`src/rtl/floor_call_register_if.sv`:
```
// Bus bundle for the floor call register: raw buttons, car position and
// service strobes go in; latched calls and summary flags come out.
// There is no valid/ready handshake on this bus: every input is a level
// sampled on each rising clk edge, and every output is valid at all times.
interface floor_call_register_if #(
    parameter int NUM_FLOORS = 3,
    parameter int FLOOR_W    = 2
) ();
    logic [NUM_FLOORS-1:0] button_n;
    logic [FLOOR_W-1:0]    floor;
    logic                  at_floor;
    logic                  clear_all;
    logic [NUM_FLOORS-1:0] led;
    logic                  pending;
    logic                  req_above;
    logic                  req_below;

    // Car controller side: drives buttons/position, reads calls.
    modport master (
        output button_n, floor, at_floor, clear_all,
        input  led, pending, req_above, req_below
    );

    // Call register side.
    modport slave (
        input  button_n, floor, at_floor, clear_all,
        output led, pending, req_above, req_below
    );
endinterface

```
`src/rtl/floor_call_register.sv`:
```
// Floor call register: synchronizes and debounces one active-low button per
// floor, latches a call on each new press, and clears calls when the car
// services that floor or when all calls are cancelled.
module floor_call_register #(
    parameter int NUM_FLOORS      = 3,
    parameter int FLOOR_W         = 2,
    parameter int DEBOUNCE_CYCLES = 4
) (
    input logic                  clk,
    input logic                  rst_n,
    floor_call_register_if.slave bus
);
    localparam int CNT_W = $clog2(DEBOUNCE_CYCLES + 1);
    localparam logic [CNT_W-1:0] CNT_LAST = CNT_W'(DEBOUNCE_CYCLES - 1);

    logic [NUM_FLOORS-1:0] s1;
    logic [NUM_FLOORS-1:0] s2;
    logic [NUM_FLOORS-1:0] deb;
    logic [NUM_FLOORS-1:0] toggle;
    logic [NUM_FLOORS-1:0] press;
    logic [NUM_FLOORS-1:0] led_q;
    logic [NUM_FLOORS-1:0] led_d;
    logic [CNT_W-1:0]      cnt [NUM_FLOORS];
    logic                  floor_valid;
    logic                  above;
    logic                  below;

    // An out-of-range floor index means the car is between/outside served
    // floors: it services nothing and has no direction relative to calls.
    assign floor_valid = ({1'b0, bus.floor} < (FLOOR_W + 1)'(NUM_FLOORS));

    // Two-flop synchronizer; reset to the released (high) level.
    always_ff @(posedge clk or negedge rst_n) begin
        if (!rst_n) begin
            s1 <= '1;
            s2 <= '1;
        end else begin
            s1 <= bus.button_n;
            s2 <= s1;
        end
    end

    // A channel toggles once its synchronized level has disagreed with the
    // debounced state for DEBOUNCE_CYCLES samples; only 0->1 is a press.
    always_comb begin
        toggle = '0;
        press  = '0;
        for (int i = 0; i < NUM_FLOORS; i++) begin
            if (((~s2[i]) != deb[i]) && (cnt[i] == CNT_LAST)) begin
                toggle[i] = 1'b1;
                press[i]  = ~deb[i];
            end
        end
    end

    // Debounce state and stability counters per channel.
    always_ff @(posedge clk or negedge rst_n) begin
        if (!rst_n) begin
            deb <= '0;
            for (int i = 0; i < NUM_FLOORS; i++) begin
                cnt[i] <= '0;
            end
        end else begin
            for (int i = 0; i < NUM_FLOORS; i++) begin
                if ((~s2[i]) == deb[i]) begin
                    cnt[i] <= '0;
                end else if (toggle[i]) begin
                    deb[i] <= ~deb[i];
                    cnt[i] <= '0;
                end else begin
                    cnt[i] <= cnt[i] + CNT_W'(1);
                end
            end
        end
    end

    // Next call state: presses set, clear_all or service at the current
    // floor clear, and clearing wins over a press on the same edge.
    always_comb begin
        led_d = led_q | press;
        if (bus.clear_all) begin
            led_d = '0;
        end else if (bus.at_floor && floor_valid) begin
            for (int i = 0; i < NUM_FLOORS; i++) begin
                if (bus.floor == FLOOR_W'(i)) begin
                    led_d[i] = 1'b0;
                end
            end
        end
    end

    // Latched call register.
    always_ff @(posedge clk or negedge rst_n) begin
        if (!rst_n) begin
            led_q <= '0;
        end else begin
            led_q <= led_d;
        end
    end

    // Direction flags relative to the current floor, straight from led.
    always_comb begin
        above = 1'b0;
        below = 1'b0;
        for (int i = 0; i < NUM_FLOORS; i++) begin
            if (led_q[i] && floor_valid) begin
                if ((FLOOR_W + 1)'(i) > {1'b0, bus.floor}) begin
                    above = 1'b1;
                end
                if ((FLOOR_W + 1)'(i) < {1'b0, bus.floor}) begin
                    below = 1'b1;
                end
            end
        end
    end

    assign bus.led       = led_q;
    assign bus.pending   = |led_q;
    assign bus.req_above = above;
    assign bus.req_below = below;
endmodule

```
`src/flat_wrapper.sv`:
```
// flat-port wrapper written by rule: the top's interface ports become plain ports
module floor_call_register_flat 
#(
    parameter int NUM_FLOORS      = 3,
    parameter int FLOOR_W         = 2,
    parameter int DEBOUNCE_CYCLES = 4
)
  (clk, rst_n, bus_button_n, bus_floor, bus_at_floor, bus_clear_all, bus_led, bus_pending, bus_req_above, bus_req_below);
  floor_call_register_if #(.NUM_FLOORS(NUM_FLOORS), .FLOOR_W(FLOOR_W)) bus_i ();
  input logic clk;
  input logic rst_n;
  input wire logic [$bits(bus_i.button_n)-1:0] bus_button_n;
  input wire logic [$bits(bus_i.floor)-1:0] bus_floor;
  input wire logic [$bits(bus_i.at_floor)-1:0] bus_at_floor;
  input wire logic [$bits(bus_i.clear_all)-1:0] bus_clear_all;
  output wire logic [$bits(bus_i.led)-1:0] bus_led;
  output wire logic [$bits(bus_i.pending)-1:0] bus_pending;
  output wire logic [$bits(bus_i.req_above)-1:0] bus_req_above;
  output wire logic [$bits(bus_i.req_below)-1:0] bus_req_below;
  assign bus_i.button_n = bus_button_n;
  assign bus_i.floor = bus_floor;
  assign bus_i.at_floor = bus_at_floor;
  assign bus_i.clear_all = bus_clear_all;
  assign bus_led = bus_i.led;
  assign bus_pending = bus_i.pending;
  assign bus_req_above = bus_i.req_above;
  assign bus_req_below = bus_i.req_below;
  floor_call_register #(.NUM_FLOORS(NUM_FLOORS), .FLOOR_W(FLOOR_W), .DEBOUNCE_CYCLES(DEBOUNCE_CYCLES)) u_core (.clk(clk), .rst_n(rst_n), .bus(bus_i));
endmodule
```
`config.mk`:
```
export PLATFORM = sky130hd
export DESIGN_NAME = floor_call_register_flat
export DESIGN_NICKNAME = d
export VERILOG_FILES = /design/src/rtl/floor_call_register_if.sv /design/src/rtl/floor_call_register.sv /design/src/flat_wrapper.sv
export SDC_FILE = /design/constraint.sdc
export NUM_CORES = 1
export LEC_CHECK = 0
export ABC_AREA = 0
export CAP_MARGIN = 15
export CORE_MARGIN = 5
export CORE_UTILIZATION = 45
export CTS_CLUSTER_SIZE = 12
export DETAILED_ROUTE_END_ITERATION = 6
export HOLD_SLACK_MARGIN = 0.03
export PLACE_DENSITY = 0.79
export SLEW_MARGIN = 40
export SYNTH_ARGS = -nofsm -noshare
export SYNTH_HDL_FRONTEND = slang
export SYNTH_SLANG_ARGS = --single-unit
```
`constraint.sdc`:
```
create_clock -name clk -period 1.3 [get_ports clk]
set_input_delay 0.26 -clock clk [delete_from_list [all_inputs] [get_ports clk]]
set_output_delay 0.26 -clock clk [all_outputs]
set_load 0.03 [all_outputs]
```
==> results.cfg, run 1 <==
[clocking]
root_buffer = clkbuf_4
cts_sinks = 21
clk_pin_slew_ns = 0.12
clockBufferDepth = 2
cts_max_level = 1
cts_buffers = 3
cts_tree = yes
clkLatencyLatePin_ns = 0.30

[routing]
drtIter0Drc = 1
drc = 0
antenna_left = 0
wl_um = 1577
routed-via-count = 574
firstDrtPassIters = 3
avgViaCountPerCell = 4.948
post_drt_wl_per_cell_um = 13.59

[synth]
synthCells = 63
seq_area_frac_synth_pct = 62.46
syn_area_per_cell_sq_um = 13.54
synth_fp_nets = 75
synth.distinct_cells = 17
yosysWarnings = 0
yosys_register_bits = 21
netlist_area_sq_um = 853.3

[worst_setup_path]
worst-path-buf-inv = 1
worst_path_dominant_cell_family = flip-flops
crit_arrival_ns = 1.14
crit_type = flop to output port
startpoint_type = flop
cp_max_fo = 2
max_stage_delay_ns = 0.40
crit_path_top_delay_cell = dfrtp_1
cp.required_ns = 1.04
r2r_slack_ns = -0.04
timing.rr.start = u_core.cnt[6]
reg2reg_depth = 3
worstPathCellList = nor2b_4 > a22o_1 > buf_6
end_kind = output port
r2r_end = u_core.bus.led[0]

[layout]
syn_to_final_growth_pct = 36.51
final_core_util_pct = 66.03
diodes = 0
layout-drive-gt1-share_pct = 41.76
final_nets = 104

[pwr]
pwr_density_cell_mw_per_mm2 = 1482
p_seq_share_pct = 51.0
irDropWorstVdd_mv = 1.037
switchingPower_mw = 0.5313
p_leak_nw = 0.5346
clockPowerShare_pct = 18.0
cell_internal_pwr_mw = 1.195
switching_share_pct = 30.77
p_comb_share_pct = 31.0

[timing]
period_share_pct = 107.9
finClkSkew_ns = 0.004966
maxSlewHeadroom_pct = 81.86
rsz0062_at_grt = true
drv_slew = 0
worst_slew_pin_slew_ns = 0.2715
finalSetupTns_ns = -0.3372
hold_viol = 0
finalCriticalPeriod_ns = 1.402
fmax_mhz = 713.2
timing.final.ws_setup_ns = -0.1022
setup_viol = 6

[run]
cap_violations = 0

[floorplanning]
placementRows = 15
dieHeight_um = 53.55
io_pins = 15
fp.dieArea_sq_mm = 0.002867
die_w_um = 53.55
core_sq_mm = 0.001764
initial_core_util_pct = 48.37

[grt]
grt_max_degree = 22
grt_pass1_wl_um = 2704
grt_pass1_vias = 642
overflow = 0
grt_use_total_pct = 13.74
antenna_found_initial = 0

[status]
status = complete, but fails checks
violations = setup timing

[placed_design]
hpwl_um = 1167
routabilityCongestion = 0.7599
portBuffers = 14

[min_path]
hp-class = primary input to async pin
-- cell usage in the layout (no fill, tap or decap), drive strengths merged, types with 2 or more instances in the layout --
master          n
a221oi          3
buf            16
clkbuf          3
clkdlybuf4s50   6
dfrtp          15
dfstp           6
dlygate4sd2     2
ha              3
inv             8
mux2i           3
nor2b           6
nor3            3
nor3b           5
or4b            3
xor2            4
-- power by group through the flow --
stage                     Combinational, mW  Sequential (mW)  Clock, mW
after floorplan                       0.270            0.887          0
after global placement                0.442            0.873          0
after detailed placement              0.472            0.892          0
after CTS                             0.516            0.882      0.325
after global routing                  0.616            0.896      0.356
final                                 0.535            0.881      0.310
-- what timing repair did --
action / CTS / global route
resized for setup: 15 / 2
setup buffers: 3 / 1
endpoints found under the setup margin: 6 / 6
hold buffers: 0 / 0
pin swaps: 3 / 0
-- cell type report --
| class | instances | area [sq um] |
|---|---|---|
| fillers | 159 | 599.3 |
| flip-flops and latches | 21 | 533.0 |
| multi-input cells | 34 | 331.6 |
| repair buffers | 24 | 209.0 |
| inverters | 8 | 32.53 |
| well taps | 25 | 31.28 |
| clock buffers | 3 | 22.52 |
| clock inverters | 1 | 5.005 |
-- registers in the layout, indices dropped and copies added, names as in the netlist --
name,count
u_core.s1,3
u_core.cnt,9
u_core.deb,3
u_core.bus.led,3
u_core.s2,3
-- worst max path at each step --
stage,endpoint,startpoint,cells after the start,slack [ns]
5_1_grt,bus_req_above,u_core.bus.led[1],3,-0.16
4_1_cts,bus_req_below,u_core.bus.led[1],3,-0.12
3_3_place_gp,bus_req_below,bus_floor[0],4,-0.22
6_report,bus_req_below,u_core.bus.led[1],3,-0.10
2_1_floorplan,u_core.bus.led[0],u_core.cnt[6],3,0.01
3_5_place_dp,bus_req_below,bus_floor[0],4,-0.25
-- stage by stage --
step,power [mW],hold WS (ns),instances,setup slack (ns),area (sq um)
floorplan,1.157,-0.03559,63,0.01409,853.3
global placement,1.315,0.3454,108,-0.2239,1055
detailed placement,1.364,0.3482,108,-0.2544,1055
CTS,1.723,0.2845,115,-0.1162,1147
global route,1.868,0.3003,116,-0.1594,1165
finish,1.727,0.2855,116,-0.1022,1165
-- cells in the mapped netlist --
cell	number	area [sq um]
dfrtp_1	15	375.4
inv_1	8	30.03
dfstp_2	6	157.7
nor2b_1	6	37.54
nor3b_1	5	37.54
xor2_1	4	35.03
ha_1	3	37.54
mux2i_1	3	30.03
nor3_1	3	15.01
a221oi_2	2	30.03
or4b_1	2	20.02
a221oi_1	1	8.760
a22o_1	1	8.760
nand3_1	1	5.000
nor2_1	1	3.750
o21a_1	1	7.510
or4b_4	1	13.76
-- cell families (layout without fill, tap and decap cells) --
logic type / Yosys count / in the layout / share of synthesized area [%]
flip-flops: 21 / 21 / 62.46
AND/OR/NAND/NOR: 19 / 19 / 15.54
buffers and inverters: 8 / 36 / 3.519
AO/OA/AOI/OAI: 5 / 5 / 6.452
XOR/XNOR: 4 / 4 / 4.105
adder cells (fa/ha/maj): 3 / 3 / 4.399
multiplexers: 3 / 3 / 3.519
-- worst reg2reg max path, cell delays in order (launching register included) --
cell and delay (ns):
dfrtp_1 0.38, ha_2 0.19, or4b_4 0.46, a221oi_2 0.24
-- routing by layer --
metal  up-vias  track usage (%)  wire length (um)
li1        270                -                 -
met1       286            13.88               644
met2        14            24.69               821
met3         4            3.601                71
met4         0            8.936                40
met5         -                0                 0
No activity file was read; power rests on OpenSTA's default activity.
==> inputs of run 2 (changes only) <==
--- a/config.mk
+++ b/config.mk
@@ -8,12 +8,11 @@
 export ABC_AREA = 0
 export CAP_MARGIN = 15
 export CORE_MARGIN = 5
-export CORE_UTILIZATION = 45
+export CORE_UTILIZATION = 40
 export CTS_CLUSTER_SIZE = 12
 export DETAILED_ROUTE_END_ITERATION = 6
 export HOLD_SLACK_MARGIN = 0.03
-export PLACE_DENSITY = 0.79
-export SLEW_MARGIN = 40
+export PLACE_DENSITY = 0.72
 export SYNTH_ARGS = -nofsm -noshare
 export SYNTH_HDL_FRONTEND = slang
 export SYNTH_SLANG_ARGS = --single-unit
==> run 2 against run 1 <==
Effect of this change: the run still ends with setup timing left; total power is 2.0% lower; die area is 10% higher; final area stayed put; critical endpoint unchanged; largest cell class unchanged.
==> results.cfg, run 2 (synthesized netlist as in run 1, its figures left out) <==
[worst_setup_path]
r2r_slack_ns = -0.07
crit_type = flop to output port
end_kind = output port
timing.rr.start = u_core.cnt[0]
reg2reg_depth = 3
r2r_end = u_core.bus.led[2]
cp_max_fo = 3
cp.required_ns = 1.04
startpoint_type = flop
crit_arrival_ns = 1.16

[routing]
routed-via-count = 548
avgViaCountPerCell = 4.644
antenna_left = 0
firstDrtPassIters = 3
drc = 0
post_drt_wl_per_cell_um = 12.14
drtIter0Drc = 10
wl_um = 1432

[grt]
use_met1_pct = 11.85
grt_use_total_pct = 10.13
grt_pass1_vias = 569
overflow = 0
use_met3_pct = 2.320
grt.busiest_layer = met2
grt_max_degree = 22
grt_use_met2_pct = 16.69
grt_pass1_wl_um = 2449
antenna_found_initial = 0

[placed_design]
placed_cells = 110
portBuffers = 14
hpwl_um = 1070
routabilityCongestion = 0.8199
postPlaceCellArea_sq_mm = 0.001060

[floorplanning]
initial_core_util_pct = 42.62
placementRows = 16
fp.dieArea_sq_mm = 0.003157
dieHeight_um = 56.19
core_sq_mm = 0.002002
die_w_um = 56.19
io_pins = 15

[layout]
diodes = 0
layout-drive-gt1-share_pct = 40.66
stdcell_count = 118
largest_reg_flops = 9
final_common_cell = dfrtp_1
final_nets = 104
fin_area_sq_mm = 0.001165
final_cell_mix = dfrtp_1 (15), buf_4 (11), inv_1 (7), clkdlybuf4s50_1 (6), dfstp_2 (6)
largest-register = u_core.cnt
syn_to_final_growth_pct = 36.51

[pwr]
finalPower_mw = 1.692
irDropWorstVdd_mv = 0.6946
pwr_density_cell_mw_per_mm2 = 1453
p_leak_nw = 0.5333

[timing]
rsz0062_at_grt = true
maxSlewHeadroom_pct = 80.72
finalSetupTns_ns = -0.3771
finalHoldWorstSlack_ns = 0.2875
drv_slew = 0
worst_slew_pin_slew_ns = 0.2886
timing.final.ws_setup_ns = -0.1187
finalCriticalPeriod_ns = 1.419
fmax_mhz = 704.9
finClkSkew_ns = 0.002911
setup_viol = 6
hold_viol = 0
period_share_pct = 109.1

[clocking]
cts_sinks = 21
postCtsHoldBufs = 0
clkLatencyLatePin_ns = 0.30
clockBufferDepth = 2
clk_pin_slew_ns = 0.11
root_buffer = clkbuf_4
cts_tree = yes
cts_max_level = 1
cts_buffers = 3

[run]
cap_violations = 0

[status]
status = complete, but fails checks
violations = setup timing

[min_path]
hp-class = primary input to async pin
[run 2: layout make-up]
| cell class | instances | area (sq um) |
|---|---|---|
| timing repair buffer | 24 | 216.5 |
| clock inverter | 1 | 5.005 |
| tap | 27 | 33.78 |
| inverter | 8 | 32.53 |
| clock buffer | 3 | 22.52 |
| multi-input combinational | 34 | 321.6 |
| sequential | 21 | 533.0 |
| fill | 177 | 837.1 |
[run 2: per-stage QoR]
| stage | util [%] | setup WS [ns] |
|---|---|---|
| global route | 58.19 | -0.1782 |
| floorplan | - | 0.01409 |
| finish | 58.19 | -0.1187 |
| detailed placement | 52.94 | -0.2378 |
| CTS | 57.44 | -0.1422 |
| global placement | 52.94 | -0.2237 |
[run 2: layer usage]
metal / vias to the layer above / part of all wire, %
met5: - / 0
met4: 0 / 0.91
met3: 2 / 5.6
met2: 14 / 47
met1: 262 / 47
li1: 270 / -
[run 2: repair_timing]
action	in CTS	in global routing
endpoints found under the setup margin	7	6
resized for setup	19	0
gates cloned	0	0
buffers inserted	2	2
pin swaps	3	1
[run 2: power breakdown]
| group | switching [mW] | internal [mW] | total, mW | leakage [nW] |
|---|---|---|---|---|
| registers | 0.0815 | 0.797 | 0.878 | 0.260 |
| logic | 0.235 | 0.279 | 0.514 | 0.255 |
| clock network | 0.185 | 0.115 | 0.300 | 0.0177 |
[run 2: critical path, stage by stage (launching register included)]
cell,delay [ns]
dfrtp_1,0.41
nor2b_4,0.13
a22o_1,0.18
buf_6,0.14
[run 2: worst max-delay path by stage]
stage                 startpoint                 to  cells past startpoint
6_report       u_core.bus.led[1]      bus_req_below                      3
5_1_grt        u_core.bus.led[1]      bus_req_below                      3
4_1_cts        u_core.bus.led[1]      bus_req_below                      3
3_5_place_dp        bus_floor[0]      bus_req_below                      4
3_3_place_gp        bus_floor[0]      bus_req_below                      4
2_1_floorplan      u_core.cnt[6]  u_core.bus.led[0]                      3
